**config.mk**
```make
export PLATFORM = sky130hd
export DESIGN_NAME = serial_bit_feeder_flat
export DESIGN_NICKNAME = d
export VERILOG_FILES = /design/src/rtl/serial_bit_feeder_if.sv /design/src/rtl/serial_bit_feeder.sv /design/src/flat_wrapper.sv
export SDC_FILE = /design/constraint.sdc
export NUM_CORES = 1
export LEC_CHECK = 0
export ABC_AREA = 1
export BUFFER_PORTS_ARGS = -buffer_cell sky130_fd_sc_hd__buf_4
export CAP_MARGIN = 20
export CORE_UTILIZATION = 55
export DETAILED_ROUTE_END_ITERATION = 8
export PLACE_DENSITY_LB_ADDON = 0.08
export SLEW_MARGIN = 40
export SYNTH_ARGS = -nofsm -noshare
export SYNTH_HDL_FRONTEND = slang
export SYNTH_SLANG_ARGS = --single-unit
```
**constraint.sdc**
```tcl
create_clock -name clock -period 2.7 [get_ports clock]
set_input_delay 0.54 -clock clock [delete_from_list [all_inputs] [get_ports clock]]
set_output_delay 0.54 -clock clock [all_outputs]
set_load 0.03 [all_outputs]
```
**src/rtl/serial_bit_feeder_if.sv**
```systemverilog
// Word handshake into serial_bit_feeder and the serial bit stream it produces.
interface serial_bit_feeder_if #(
   parameter int unsigned WIDTH = 5
);
   logic [WIDTH-1:0] word_in;
   logic             word_valid;
   logic             word_ready;
   logic             bit_out;
   logic             bit_valid;
   logic             word_done;
   logic             busy;

   modport master (
      output word_in, word_valid,
      input  word_ready, bit_out, bit_valid, word_done, busy
   );

   modport slave (
      input  word_in, word_valid,
      output word_ready, bit_out, bit_valid, word_done, busy
   );
endinterface

```
**src/rtl/serial_bit_feeder.sv**
```systemverilog
// Parallel-word to serial-bit feeder, one bit per clock, gapless back-to-back words.
// Define SERIAL_PARITY_EN to append an even-parity bit after each word.
module serial_bit_feeder #(
   parameter int unsigned WIDTH     = 5,
   parameter logic        MSB_FIRST = 1'b1
) (
   input logic                clock,
   input logic                reset,
   serial_bit_feeder_if.slave bus
);

   localparam int unsigned   CW   = $clog2(WIDTH);
   localparam logic [CW-1:0] LAST = CW'(WIDTH - 1);

`ifdef SERIAL_PARITY_EN
   typedef enum logic [1:0] {IDLE = 2'b00, SHIFT = 2'b01, PARITY = 2'b10} state_t;
`else
   typedef enum logic [1:0] {IDLE = 2'b00, SHIFT = 2'b01} state_t;
`endif

   state_t           state_q, state_d;
   logic [WIDTH-1:0] word_q, word_d;
   logic [CW-1:0]    cnt_q, cnt_d;
   logic             bit_out_q, bit_out_d;
   logic             bit_valid_q, bit_valid_d;
   logic             word_done_q, word_done_d;
   logic             busy_q, busy_d;

   logic [WIDTH-1:0] word_in_rev;
   logic [WIDTH-1:0] word_in_ord;
   logic             word_ready;
   logic             accept;

   // Words are stored in transmit order so the counter always indexes bit 0 first.
   always_comb begin
      word_in_rev = {<<{bus.word_in}};
      word_in_ord = MSB_FIRST ? word_in_rev : bus.word_in;
   end

   always_comb begin
      word_ready = 1'b0;
      if (!reset) begin
         case (state_q)
            IDLE:    word_ready = 1'b1;
`ifdef SERIAL_PARITY_EN
            PARITY:  word_ready = 1'b1;
`else
            SHIFT:   word_ready = (cnt_q == LAST);
`endif
            default: word_ready = 1'b0;
         endcase
      end
   end

   always_comb begin
      accept = bus.word_valid && word_ready;
   end

   always_comb begin
      state_d = state_q;
      word_d  = word_q;
      cnt_d   = cnt_q;

      case (state_q)
         IDLE: begin
            if (accept) begin
               state_d = SHIFT;
               word_d  = word_in_ord;
               cnt_d   = '0;
            end
         end
         SHIFT: begin
            if (cnt_q != LAST) begin
               cnt_d = cnt_q + CW'(1);
            end else begin
`ifdef SERIAL_PARITY_EN
               state_d = PARITY;
`else
               if (accept) begin
                  state_d = SHIFT;
                  word_d  = word_in_ord;
                  cnt_d   = '0;
               end else begin
                  state_d = IDLE;
               end
`endif
            end
         end
`ifdef SERIAL_PARITY_EN
         PARITY: begin
            if (accept) begin
               state_d = SHIFT;
               word_d  = word_in_ord;
               cnt_d   = '0;
            end else begin
               state_d = IDLE;
            end
         end
`endif
         default: begin
            state_d = IDLE;
            word_d  = '0;
            cnt_d   = '0;
         end
      endcase

      // Outputs are registered, so they are derived from the state being entered.
      bit_valid_d = (state_d != IDLE);
      busy_d      = (state_d != IDLE);
      bit_out_d   = 1'b0;
      word_done_d = 1'b0;
      if (state_d == SHIFT) begin
         bit_out_d = word_d[cnt_d];
`ifndef SERIAL_PARITY_EN
         word_done_d = (cnt_d == LAST);
`endif
      end
`ifdef SERIAL_PARITY_EN
      if (state_d == PARITY) begin
         bit_out_d   = ^word_d;
         word_done_d = 1'b1;
      end
`endif
   end

   always_ff @(posedge clock or posedge reset) begin
      if (reset) begin
         state_q     <= IDLE;
         word_q      <= '0;
         cnt_q       <= '0;
         bit_out_q   <= 1'b0;
         bit_valid_q <= 1'b0;
         word_done_q <= 1'b0;
         busy_q      <= 1'b0;
      end else begin
         state_q     <= state_d;
         word_q      <= word_d;
         cnt_q       <= cnt_d;
         bit_out_q   <= bit_out_d;
         bit_valid_q <= bit_valid_d;
         word_done_q <= word_done_d;
         busy_q      <= busy_d;
      end
   end

   always_comb begin
      bus.word_ready = word_ready;
      bus.bit_out    = bit_out_q;
      bus.bit_valid  = bit_valid_q;
      bus.word_done  = word_done_q;
      bus.busy       = busy_q;
   end

endmodule

```
**src/flat_wrapper.sv**
```systemverilog
// flat-port wrapper written by rule: the top's interface ports become plain ports
module serial_bit_feeder_flat 
#(
   parameter int unsigned WIDTH     = 5,
   parameter logic        MSB_FIRST = 1'b1
)
  (clock, reset, bus_word_in, bus_word_valid, bus_word_ready, bus_bit_out, bus_bit_valid, bus_word_done, bus_busy);
  serial_bit_feeder_if #(.WIDTH(WIDTH)) bus_i ();
  input logic clock;
  input logic reset;
  input wire logic [$bits(bus_i.word_in)-1:0] bus_word_in;
  input wire logic [$bits(bus_i.word_valid)-1:0] bus_word_valid;
  output wire logic [$bits(bus_i.word_ready)-1:0] bus_word_ready;
  output wire logic [$bits(bus_i.bit_out)-1:0] bus_bit_out;
  output wire logic [$bits(bus_i.bit_valid)-1:0] bus_bit_valid;
  output wire logic [$bits(bus_i.word_done)-1:0] bus_word_done;
  output wire logic [$bits(bus_i.busy)-1:0] bus_busy;
  assign bus_i.word_in = bus_word_in;
  assign bus_i.word_valid = bus_word_valid;
  assign bus_word_ready = bus_i.word_ready;
  assign bus_bit_out = bus_i.bit_out;
  assign bus_bit_valid = bus_i.bit_valid;
  assign bus_word_done = bus_i.word_done;
  assign bus_busy = bus_i.busy;
  serial_bit_feeder #(.WIDTH(WIDTH), .MSB_FIRST(MSB_FIRST)) u_core (.clock(clock), .reset(reset), .bus(bus_i));
endmodule
```
Yosys cells after proc, flatten, opt, wreduce, memory -nomap -nowiden
Index checks and enable logic that the tools add are counted.
Word-level totals
  flip-flop bits (word level): 13
Cells by class
  add/subtract/negate cells: 1
  magnitude comparators: 1
  equal/unequal tests: 5
  muxes and demuxes: 16
  reductions and logical operators: 3
Operators with widths (count)
  $mux W5: 2
  $pmux W5 S2: 1
  $eq A3 B3 Y1 const B: 2
  $mux W3: 2
  $pmux W3 S2: 1
  $mux W1: 5
  $eq A2 B1 Y1 const B: 2
  $lt A3 B4 Y1 const B: 1
  $mux W2: 2
  $pmux W2 S2: 1
  $add A3 B1 Y3 const B: 1
  $bmux W1 S3: 1
  $ne A3 B3 Y1 const B: 1
  $logic_not A2 Y1: 1
  $pmux W1 S2: 1
  $reduce_bool A2 Y1: 1
  $logic_and A1 B1 Y1: 1

Logic depth before layout (Yosys ltp)
Gate-level depths: netlist (run 1).
  word-level depth: 10
  gate-level depth with buffers: 13
  gate-level depth less buffers: 13

Worst setup path after synthesis (run 1)
OpenSTA, ideal clock, no wires.
  path type: input -> register
  start: in reset
  end: reg u_core.bit_out_q, in the netlist u_core.bus.bit_out
  arrival: 1.529 ns
  required time: 2.583 ns
  setup slack: 1.053 ns
  cell stages on the path: 10
  path through: inv_1 -> nand2_4 -> o21ai_4 -> nor2_1 -> nor2_1 -> nand2_1 -> nand2_1 -> nand2_1 -> nand3_1 -> nand2_1
On the way
  longest elaborated chain between the ends: 8
  elaborated cells between the ends (all ways): 16
  those cells by class: 1 x eq/ne; 14 x mux; 1 x reduce/logical
RTL lines
  start: declaration: RTL line flat_wrapper.sv:10  | input logic reset;
  $mux W1 (*): RTL line serial_bit_feeder.sv:42  | if (!reset) begin
  $logic_and A1 B1 Y1 (*): RTL line serial_bit_feeder.sv:56  | accept = bus.word_valid && word_ready;
  $mux W5 or $mux W3 (tied branches): RTL line serial_bit_feeder.sv:66, serial_bit_feeder.sv:79
  $mux W5 or $mux W3 (tied branches): RTL line serial_bit_feeder.sv:73  | if (cnt_q != LAST) begin
  $pmux W5 S2 or $pmux W3 S2 (tied branches): RTL line serial_bit_feeder.sv:64  | case (state_q)
  $bmux W1 S3: RTL line serial_bit_feeder.sv:113  | bit_out_d = word_d[cnt_d];
  $mux W1 (implied by the code): RTL line serial_bit_feeder.sv:113
  $mux W1 (*): RTL line serial_bit_feeder.sv:112  | if (state_d == SHIFT) begin
  named net u_core.bit_out_d: RTL line serial_bit_feeder.sv:24  | logic bit_out_q, bit_out_d;
  end signal: assignment: RTL line serial_bit_feeder.sv:139  | bit_out_q <= bit_out_d;
  end: declaration: RTL line serial_bit_feeder.sv:24
The timed path passes the listed nets; every way through them passes the cells marked *. The select of a mux whose other input is x is not followed.

Worst setup path after layout (run 1)
  start: reg u_core.cnt_q[1]
  end: out bus_word_ready
On the way
  longest elaborated chain between the ends: 3
RTL lines
  start: declaration: RTL line serial_bit_feeder.sv:23  | logic [CW-1:0] cnt_q, cnt_d;
  start signal: assignment: RTL line serial_bit_feeder.sv:138  | cnt_q <= cnt_d;
  $eq A3 B3 Y1: RTL line serial_bit_feeder.sv:48  | SHIFT: word_ready = (cnt_q == LAST);
  $pmux W1 S2: RTL line serial_bit_feeder.sv:43  | case (state_q)
  $mux W1: RTL line serial_bit_feeder.sv:42
  end: declaration: RTL line flat_wrapper.sv:13  | output wire logic [$bits(bus_i.word_ready)-1:0] bus_word_ready;
Every way passes these cells.

==> flow_summary.ini, run 1 <==
[run_status]
status = complete, no violations

[detailed_routing]
ant_nets = 0
post_drt_via_cell_ratio = 5.19
drcViolationCount = 0
first_pass_iters = 4
routed_wl_um = 1510
drtIter0Drc = 11
wl_per_cell_um = 11.3
vias = 695

[clocking]
cts_buffers = 3
clk_latency_ns = 0.27
cts_max_path_buffers = 2
postCtsSetupBuffers = 0
cts_root_buffer = clkbuf_4
h-tree-depth = 1
hold_buffers = 0
path_clk_slew_ns = 0.07
cts.sinks = 13
cts_resized = 0
cts_tree = built

[worst_setup_path]
reg2regPathDepth = 13
rr_endpoint = u_core.bus.bit_out$_DFF_PP0_
r2r-start = u_core.cnt_q[1]$_DFF_PP0_
worstSetupPathType = reg2out
worstSetupEndpointType = output port
crit_required_ns = 2.16
start_kind = flip-flop
worstPathArrival_ns = 1.48
critPathMaxFanout = 9
r2r_slack_ns = 1.06

[grt]
busiest_layer = met2
antenna_found_initial = 0
met3_usage_pct = 3.26
grt_usage_pct = 21.9
grt-ovfl-total = 0
use_met2_pct = 39.8
grt_pass1_wl_um = 2350
grt_pass1_vias = 616
grtUsageMet1_pct = 24.4
grt_max_degree = 15

[sta]
fin_crit_sh_pct = 74.7
grt_setup_unrepaired = false
setup_violations = 0
fmax_ghz = 0.496
slew_violations = 0
period_minus_slack_ns = 2.02
hold_viol = 0
fin_skew_ns = 0.00310
whs_ns = 0.284
tns_ns = 0

[synthesis]
synth_area_um2 = 838
yosys_warnings = 0
yosysUniqueCellTypes = 22
synth_top_area_cell = dfrtp_1
syn_nets = 113
yosysSeqAreaShare_pct = 38.8
ys_ff_latch = 13
synth_top_area_share_pct = 38.8
syn_area_per_cell_um2 = 8.14
synth_area_leaders = dfrtp_1 (39%), inv_1 (9.0%), nand2_1 (7.6%)
syn_inst = 103

[pwr]
ir_worst_vdd_uv = 305
power_uw = 401
powerDensity_nw_per_um2 = 412
p_leak_nw = 0.559

[finish]
register_area_um2 = 325
nFillCells = 105
drive_gt1_share_pct = 30.3
area_growth_pct = 16.1
mostFrequentLayoutCells = inv_1 (20), nand2_1 (17), buf_4 (13), dfrtp_1 (13), nand3_1 (10)
fin_nets = 130
multi_input_comb_area_um2 = 405
fin_area_um2 = 973
diodes = 0
final_common_cell = inv_1

[floorplan]
ioPinCount = 13
die-area_um2 = 1680
die_y_um = 41.0
die_width_um = 41.0
core_region_area_um2 = 1370
std_cell_rows = 13
start_util_pct = 61.4

[placement]
dp_hpwl_um = 1160
dpl_cell_area_um2 = 947
place_congestion = 0.756
io_buffers = 12

[flow_run]
cap_violations = 0

[worst_hold_path]
min-delay-path-class = in2async
sequential cells by signal, indices dropped and copies added, names as in the netlist:
signal	count
u_core.state_q	2
u_core.word_q	5
u_core.bus.word_done	1
u_core.bus.bit_out	1
u_core.cnt_q	3
u_core.bus.bit_valid	1
worst max-delay path by stage:
stage / to / start
global route: bus_word_ready / u_core.cnt_q[0]$_DFF_PP0_
finish: bus_word_ready / u_core.cnt_q[1]$_DFF_PP0_
detailed placement: u_core.bus.bit_out$_DFF_PP0_ / reset
global placement: u_core.bus.bit_out$_DFF_PP0_ / reset
floorplan: u_core.bus.bit_out$_DFF_PP0_ / reset
CTS: bus_word_ready / u_core.cnt_q[1]$_DFF_PP0_
report_power, final:
group / switching (mW) / total [mW] / internal, mW
sequential: 0.00706 / 0.209 / 0.202
clock: 0.0594 / 0.117 / 0.0573
combinational: 0.0471 / 0.0761 / 0.0290
total: 0.114 / 0.401 / 0.288
cell usage after synthesis:
cell     instances
buf_4            1
nand3_1         10
nand2_4          2
o21ai_1          2
nor2_4           2
a21oi_1          1
nand2_8          1
inv_1           20
nand2_1         17
dfrtp_1         13
inv_2            5
inv_4            1
nor2_1           7
conb_1           1
a31oi_1          3
nand3_2          1
o21ai_0          1
nand4_1          5
o21ai_4          3
nand3_4          1
nand2_2          4
ha_1             2
cells by family (layout without fill, tap and decap cells):
logic type / after synthesis / count (layout) / share of synthesized area [%]
adders and majority gates: 2 / 2 / 2.98
AOI/OAI and AO/OA: 10 / 10 / 10.4
and+or+nand+nor: 50 / 50 / 34.5
buffers and inverters: 27 / 43 / 12.8
other: 1 / 1 / 0.447
DFF: 13 / 13 / 38.8
worst max-delay path, stage by stage, from the launching register on:
cell and delay, ns:
dfrtp_1 0.38, inv_1 0.11, ha_1 0.21, nand2_4 0.10, nand2_8 0.12, nand2_1 0.08, inv_2 0.06, buf_4 0.15
area by class of cell:
cell class | instances | share of cell area [%]
Clock buffer | 4 | 2.70
Inverter | 26 | 10.3
Multi-Input combinational cell | 63 | 41.6
Timing Repair Buffer | 13 | 10.0
Sequential cell | 13 | 33.4
Tap cell | 15 | 1.93
layer usage:
layer	share of wire, %	wire, µm
met1	46	700
met2	48	727
met3	3.0	46
met4	2.3	35
met5	0	0
through the flow:
stage | utilization, % | instances | setup WS (ns)
after floorplan | - | 103 | 1.05
after global placement | 69.3 | 130 | 0.981
after detailed placement | 69.3 | 130 | 0.951
after CTS | 71.2 | 134 | 0.673
after global routing | 71.2 | 134 | 0.580
final | 71.2 | 134 | 0.683
Power figures use the tool's default switching activity.
==> run 2: changes to the inputs <==
- CORE_UTILIZATION: 55 -> 54
- clock period: 2.7 -> 1.95 ns (I/O delays scaled with it)
==> run 2 against run 1 <==
Clock power rose by 43%. Global-route usage is 2.2 points higher. Final cell count is the same. Sequential cell count unchanged. Worst hold slack worse by 0.079 ns. Clock skew down 0.0023 ns. Wire length up 15%. Power increased by 41%. Largest cell class unchanged. Die area grew 1.8%. Combinational power rose by 43%. Via count fell by 2.6%.
==> flow_summary.ini, run 2 (synthesis results as in run 1) <==
[run_status]
status = complete, no violations

[worst_hold_path]
min-delay-path-class = in2async

[clocking]
h-tree-depth = 1
cts_tree = built
path_clk_slew_ns = 0.08
cts.sinks = 13
postCtsSetupBuffers = 0
cts_buffers = 3
clk_latency_ns = 0.27
cts_root_buffer = clkbuf_4
cts_max_path_buffers = 2

[grt]
grt-ovfl-total = 0
grt_pass1_wl_um = 3150
grt_usage_pct = 24.1
grt_pass1_vias = 683
antenna_found_initial = 0
grt_max_degree = 14

[sta]
whs_ns = 0.205
period_minus_slack_ns = 1.84
fmax_ghz = 0.544
slew_violations = 0
tns_ns = 0
grt_setup_unrepaired = false
hold_viol = 0
fin_crit_sh_pct = 94.2
setup_violations = 0
fin_skew_ns = 0.000782

[floorplan]
start_util_pct = 61.4
std_cell_rows = 13
die-area_um2 = 1710
ioPinCount = 13
die_width_um = 41.4
core_region_area_um2 = 1370
die_y_um = 41.4

[pwr]
power_uw = 565
p_leak_nw = 0.558
internal_power_uw = 399
pwr-share-clk_pct = 29.5
ir_worst_vdd_uv = 414
powerDensity_nw_per_um2 = 579
p_sw_uw = 166
switching_share_pct = 29.4
combinationalPowerShare_pct = 19.2
seqPwrFrac_pct = 51.2

[worst_setup_path]
worstPathArrival_ns = 1.45
critPathMaxFanout = 9
worstSetupPathType = reg2out
worstSetupEndpointType = output port
crit_required_ns = 1.56
start_kind = flip-flop

[finish]
area_growth_pct = 16.4
reg.largest.list = u_core.word_q x5, u_core.cnt_q x3, u_core.state_q x2
fin_area_um2 = 976
final_common_cell = inv_1
diodes = 0
largest_reg_flops = 5
drive_gt1_share_pct = 31.9
top_register = u_core.word_q
mostFrequentLayoutCells = inv_1 (19), nand2_1 (17), buf_4 (13), dfrtp_1 (13), nand3_1 (10)
fin_nets = 130
nFillCells = 116

[detailed_routing]
met1_length_um = 806
wl_per_cell_um = 12.9
met3_length_um = 55
first_pass_iters = 4
ant_nets = 0
top_layer = met4
vias = 677
routed_wl_um = 1730
drtIter0Drc = 15
wl_met2_um = 819
post_drt_via_cell_ratio = 5.05
drcViolationCount = 0

[flow_run]
cap_violations = 0

[placement]
dp_hpwl_um = 1380
io_buffers = 12
dpl_cell_area_um2 = 947
place_congestion = 0.882
## run 2: layer usage
layer  vias up  global-route usage (%)
li1        351                       -
met1       305                    33.2
met2        15                    37.8
met3         6                    3.91
met4         0                    9.68
met5         -                       0
## run 2: layout make-up
| type | instances | area, µm² | area share [%] |
|---|---|---|---|
| Clock buffer | 4 | 26.3 | 2.69 |
| Multi-Input combinational cell | 63 | 408 | 41.8 |
| Timing Repair Buffer | 13 | 97.6 | 10.0 |
| Tap cell | 15 | 18.8 | 1.92 |
| Sequential cell | 13 | 325 | 33.3 |
| Inverter | 26 | 100 | 10.3 |
## run 2: power groups by stage
stage | logic (mW) | clock network, mW | registers, mW
after CTS | 0.108 | 0.170 | 0.290
after floorplan | 0.0722 | 0 | 0.296
after global placement | 0.106 | 0 | 0.294
final | 0.109 | 0.167 | 0.290
after detailed placement | 0.108 | 0 | 0.295
after global routing | 0.123 | 0.184 | 0.291
## run 2: what timing repair did
| action | 4_1_cts | 5_1_grt |
|---|---|---|
| hold buffers | 0 | 0 |
| resized for setup | 0 | 2 |
| endpoints found under the setup margin | 0 | 1 |
## run 2: worst max-delay path: stages, from the launching register on
cell     delay, ns
dfrtp_1       0.40
inv_1         0.10
ha_2          0.20
nand2_4       0.09
nand2_8       0.12
nand2_1       0.07
inv_2         0.06
buf_4         0.14
## run 2: through the flow
stage                     utilization [%]  instances  setup slack, ns
after detailed placement             69.3        130            0.279
after floorplan                         -        103            0.404
after global routing                 71.4        134          0.00435
after CTS                            71.2        134           0.0669
after global placement               69.3        130            0.271
final                                71.4        134            0.113
## run 2: path summary, 6_finish.rpt
path | startpoint | end | slack, ns | cells past startpoint
hold / removal | reset | u_core.state_q[1]$_DFF_PP0_ | 0.20 | 3
setup reg to reg | u_core.cnt_q[0]$_DFF_PP0_ | u_core.bus.bit_out$_DFF_PP0_ | 0.31 | 13
setup / recovery | u_core.cnt_q[0]$_DFF_PP0_ | bus_word_ready | 0.11 | 7
max in group asynchronous | reset | u_core.word_q[0]$_DFF_PP0_ | 1.58 | 3
min in group clock | bus_word_in[0] | u_core.word_q[4]$_DFF_PP0_ | 0.45 | 3
hold reg to reg | u_core.word_q[3]$_DFF_PP0_ | u_core.word_q[3]$_DFF_PP0_ | 0.56 | 2
==> run 3: changes to the inputs <==
- CORE_ASPECT_RATIO: unset -> 0.9
==> run 3 against run 2 <==
Final cell count did not move. Critical path depth unchanged. Global-route usage is 1.6 points lower. Sequential share of layout area did not move. Worst hold slack got worse by 0.0067 ns. Die area is essentially flat. Critical endpoint unchanged. Highest routed layer unchanged.
==> flow_summary.ini, run 3 (synthesis results as in run 1) <==
[run_status]
status = complete, no violations

[floorplan]
die-area_um2 = 1710
core_region_area_um2 = 1450
std_cell_rows = 13
die_width_um = 43.5
ioPinCount = 13
start_util_pct = 57.9
die_y_um = 39.4

[sta]
hold_viol = 0
fin_crit_sh_pct = 95.2
setup_violations = 0
tns_ns = 0
slew_violations = 0
fin_skew_ns = 0.00959
finalWorstSetupSlack_ns = 0.0942
fmax_ghz = 0.539
period_minus_slack_ns = 1.86
grt_setup_unrepaired = false

[finish]
diodes = 0
fin_nets = 130
nFillCells = 108
top_register = u_core.word_q
area_growth_pct = 16.4
mostFrequentLayoutCells = inv_1 (19), nand2_1 (17), buf_4 (13), dfrtp_1 (13), nand3_1 (10)
reg.largest.list = u_core.word_q x5, u_core.cnt_q x3, u_core.state_q x2
drive_gt1_share_pct = 31.9
final_common_cell = inv_1
largest_reg_flops = 5

[pwr]
ir_worst_vdd_uv = 455
internal_power_uw = 399
combinationalPowerShare_pct = 18.9
p_sw_uw = 169
seqPwrFrac_pct = 50.9
powerDensity_nw_per_um2 = 582
p_leak_nw = 0.558
power_uw = 568
pwr-share-clk_pct = 30.2
switching_share_pct = 29.7

[worst_setup_path]
r2r-start = u_core.cnt_q[1]$_DFF_PP0_
worstSetupPathType = reg2out
cpPeakStageDelay_ns = 0.41
start_kind = flip-flop
crit_top_cell = inv_2
rr_endpoint = u_core.bus.bit_out$_DFF_PP0_
worstSetupEndpointType = output port
path_cells = inv_2 -> ha_2 -> nand2_4 -> nand2_8 -> nand2_1 -> inv_2 -> buf_4
critPathMaxFanout = 9
cp_num_buf_inv = 3
path_delay_family = flip-flops
crit_required_ns = 1.56
worstPathArrival_ns = 1.47
r2r_slack_ns = 0.29
slowest_stage = dfrtp_1
reg2regPathDepth = 13

[placement]
io_buffers = 12
place_congestion = 0.907
place_ws_ns = 0.270
dp_hpwl_um = 1260

[grt]
grtUsageMet1_pct = 32.1
busiest_layer = met2
grt_pass1_wl_um = 2680
antenna_found_initial = 0
grt_pass1_vias = 591
grt-ovfl-total = 0
grt_usage_pct = 22.5
use_met2_pct = 34.1
grt_max_degree = 14
met3_usage_pct = 4.15

[flow_run]
cap_violations = 0

[clocking]
cts_buffers = 3
hold_buffers = 0
cts_max_path_buffers = 2
cts_root_buffer = clkbuf_4
clk_latency_ns = 0.28
h-tree-depth = 1
path_clk_slew_ns = 0.09
cts.sinks = 13
cts_tree = built

[detailed_routing]
drcViolationCount = 0
wl_per_cell_um = 12.0
first_pass_iters = 4
routed_wl_um = 1610
vias = 681
ant_nets = 0
post_drt_via_cell_ratio = 5.08
drtIter0Drc = 29

[worst_hold_path]
min-delay-path-class = in2async
-- run 3: worst max-delay path by stage --
stage	cells past startpoint	slack (ns)	endpoint	start
global route	7	0.006	bus_word_ready	u_core.cnt_q[0]$_DFF_PP0_
global placement	13	0.28	u_core.bus.bit_out$_DFF_PP0_	u_core.cnt_q[1]$_DFF_PP0_
CTS	7	0.04	bus_word_ready	u_core.cnt_q[1]$_DFF_PP0_
detailed placement	13	0.27	u_core.bus.bit_out$_DFF_PP0_	u_core.cnt_q[1]$_DFF_PP0_
floorplan	12	0.40	u_core.bus.bit_out$_DFF_PP0_	u_core.cnt_q[1]$_DFF_PP0_
finish	7	0.09	bus_word_ready	u_core.cnt_q[1]$_DFF_PP0_
-- run 3: layout make-up --
cell class | instances | area (µm²) | share of cell area, %
multi-input cells | 63 | 408 | 41.8
repair buffers | 13 | 97.6 | 10.0
clock buffers | 4 | 26.3 | 2.69
inverters | 26 | 100 | 10.3
flip-flops and latches | 13 | 325 | 33.3
well taps | 15 | 18.8 | 1.92
-- run 3: stage by stage --
stage	hold slack (ns)	std cells	cell area, µm²	utilization (%)
2_1_floorplan	0.297	103	838	-
6_report	0.198	134	976	67.4
4_1_cts	0.208	134	973	67.2
3_3_place_gp	0.509	130	947	65.4
3_5_place_dp	0.509	130	947	65.4
5_1_grt	0.245	134	976	67.4
-- run 3: timing repair --
action                                  4_1_cts  5_1_grt
endpoints found under the setup margin        0        1
resized for setup                             0        2
buffers inserted                              0        0
-- run 3: worst register-to-register path, delay by kind of cell (launching register included) --
family	cells	cell delay, ns
simple gates	9	0.74
flops	1	0.41
fa+ha+maj	1	0.20
buf+inv	3	0.20
-- run 3: power groups by stage --
stage	combinational (mW)	sequential [mW]	clock [mW]
6_report	0.107	0.289	0.171
5_1_grt	0.120	0.291	0.183
4_1_cts	0.108	0.289	0.173
3_5_place_dp	0.107	0.294	0
3_3_place_gp	0.107	0.294	0
2_1_floorplan	0.0722	0.296	0
-- run 3: per-layer routing --
metal  share of wire (%)  wire length (µm)
met1                  50               807
met2                  44               700
met3                 5.3                85
met4                0.87                14
met5                   0                 0
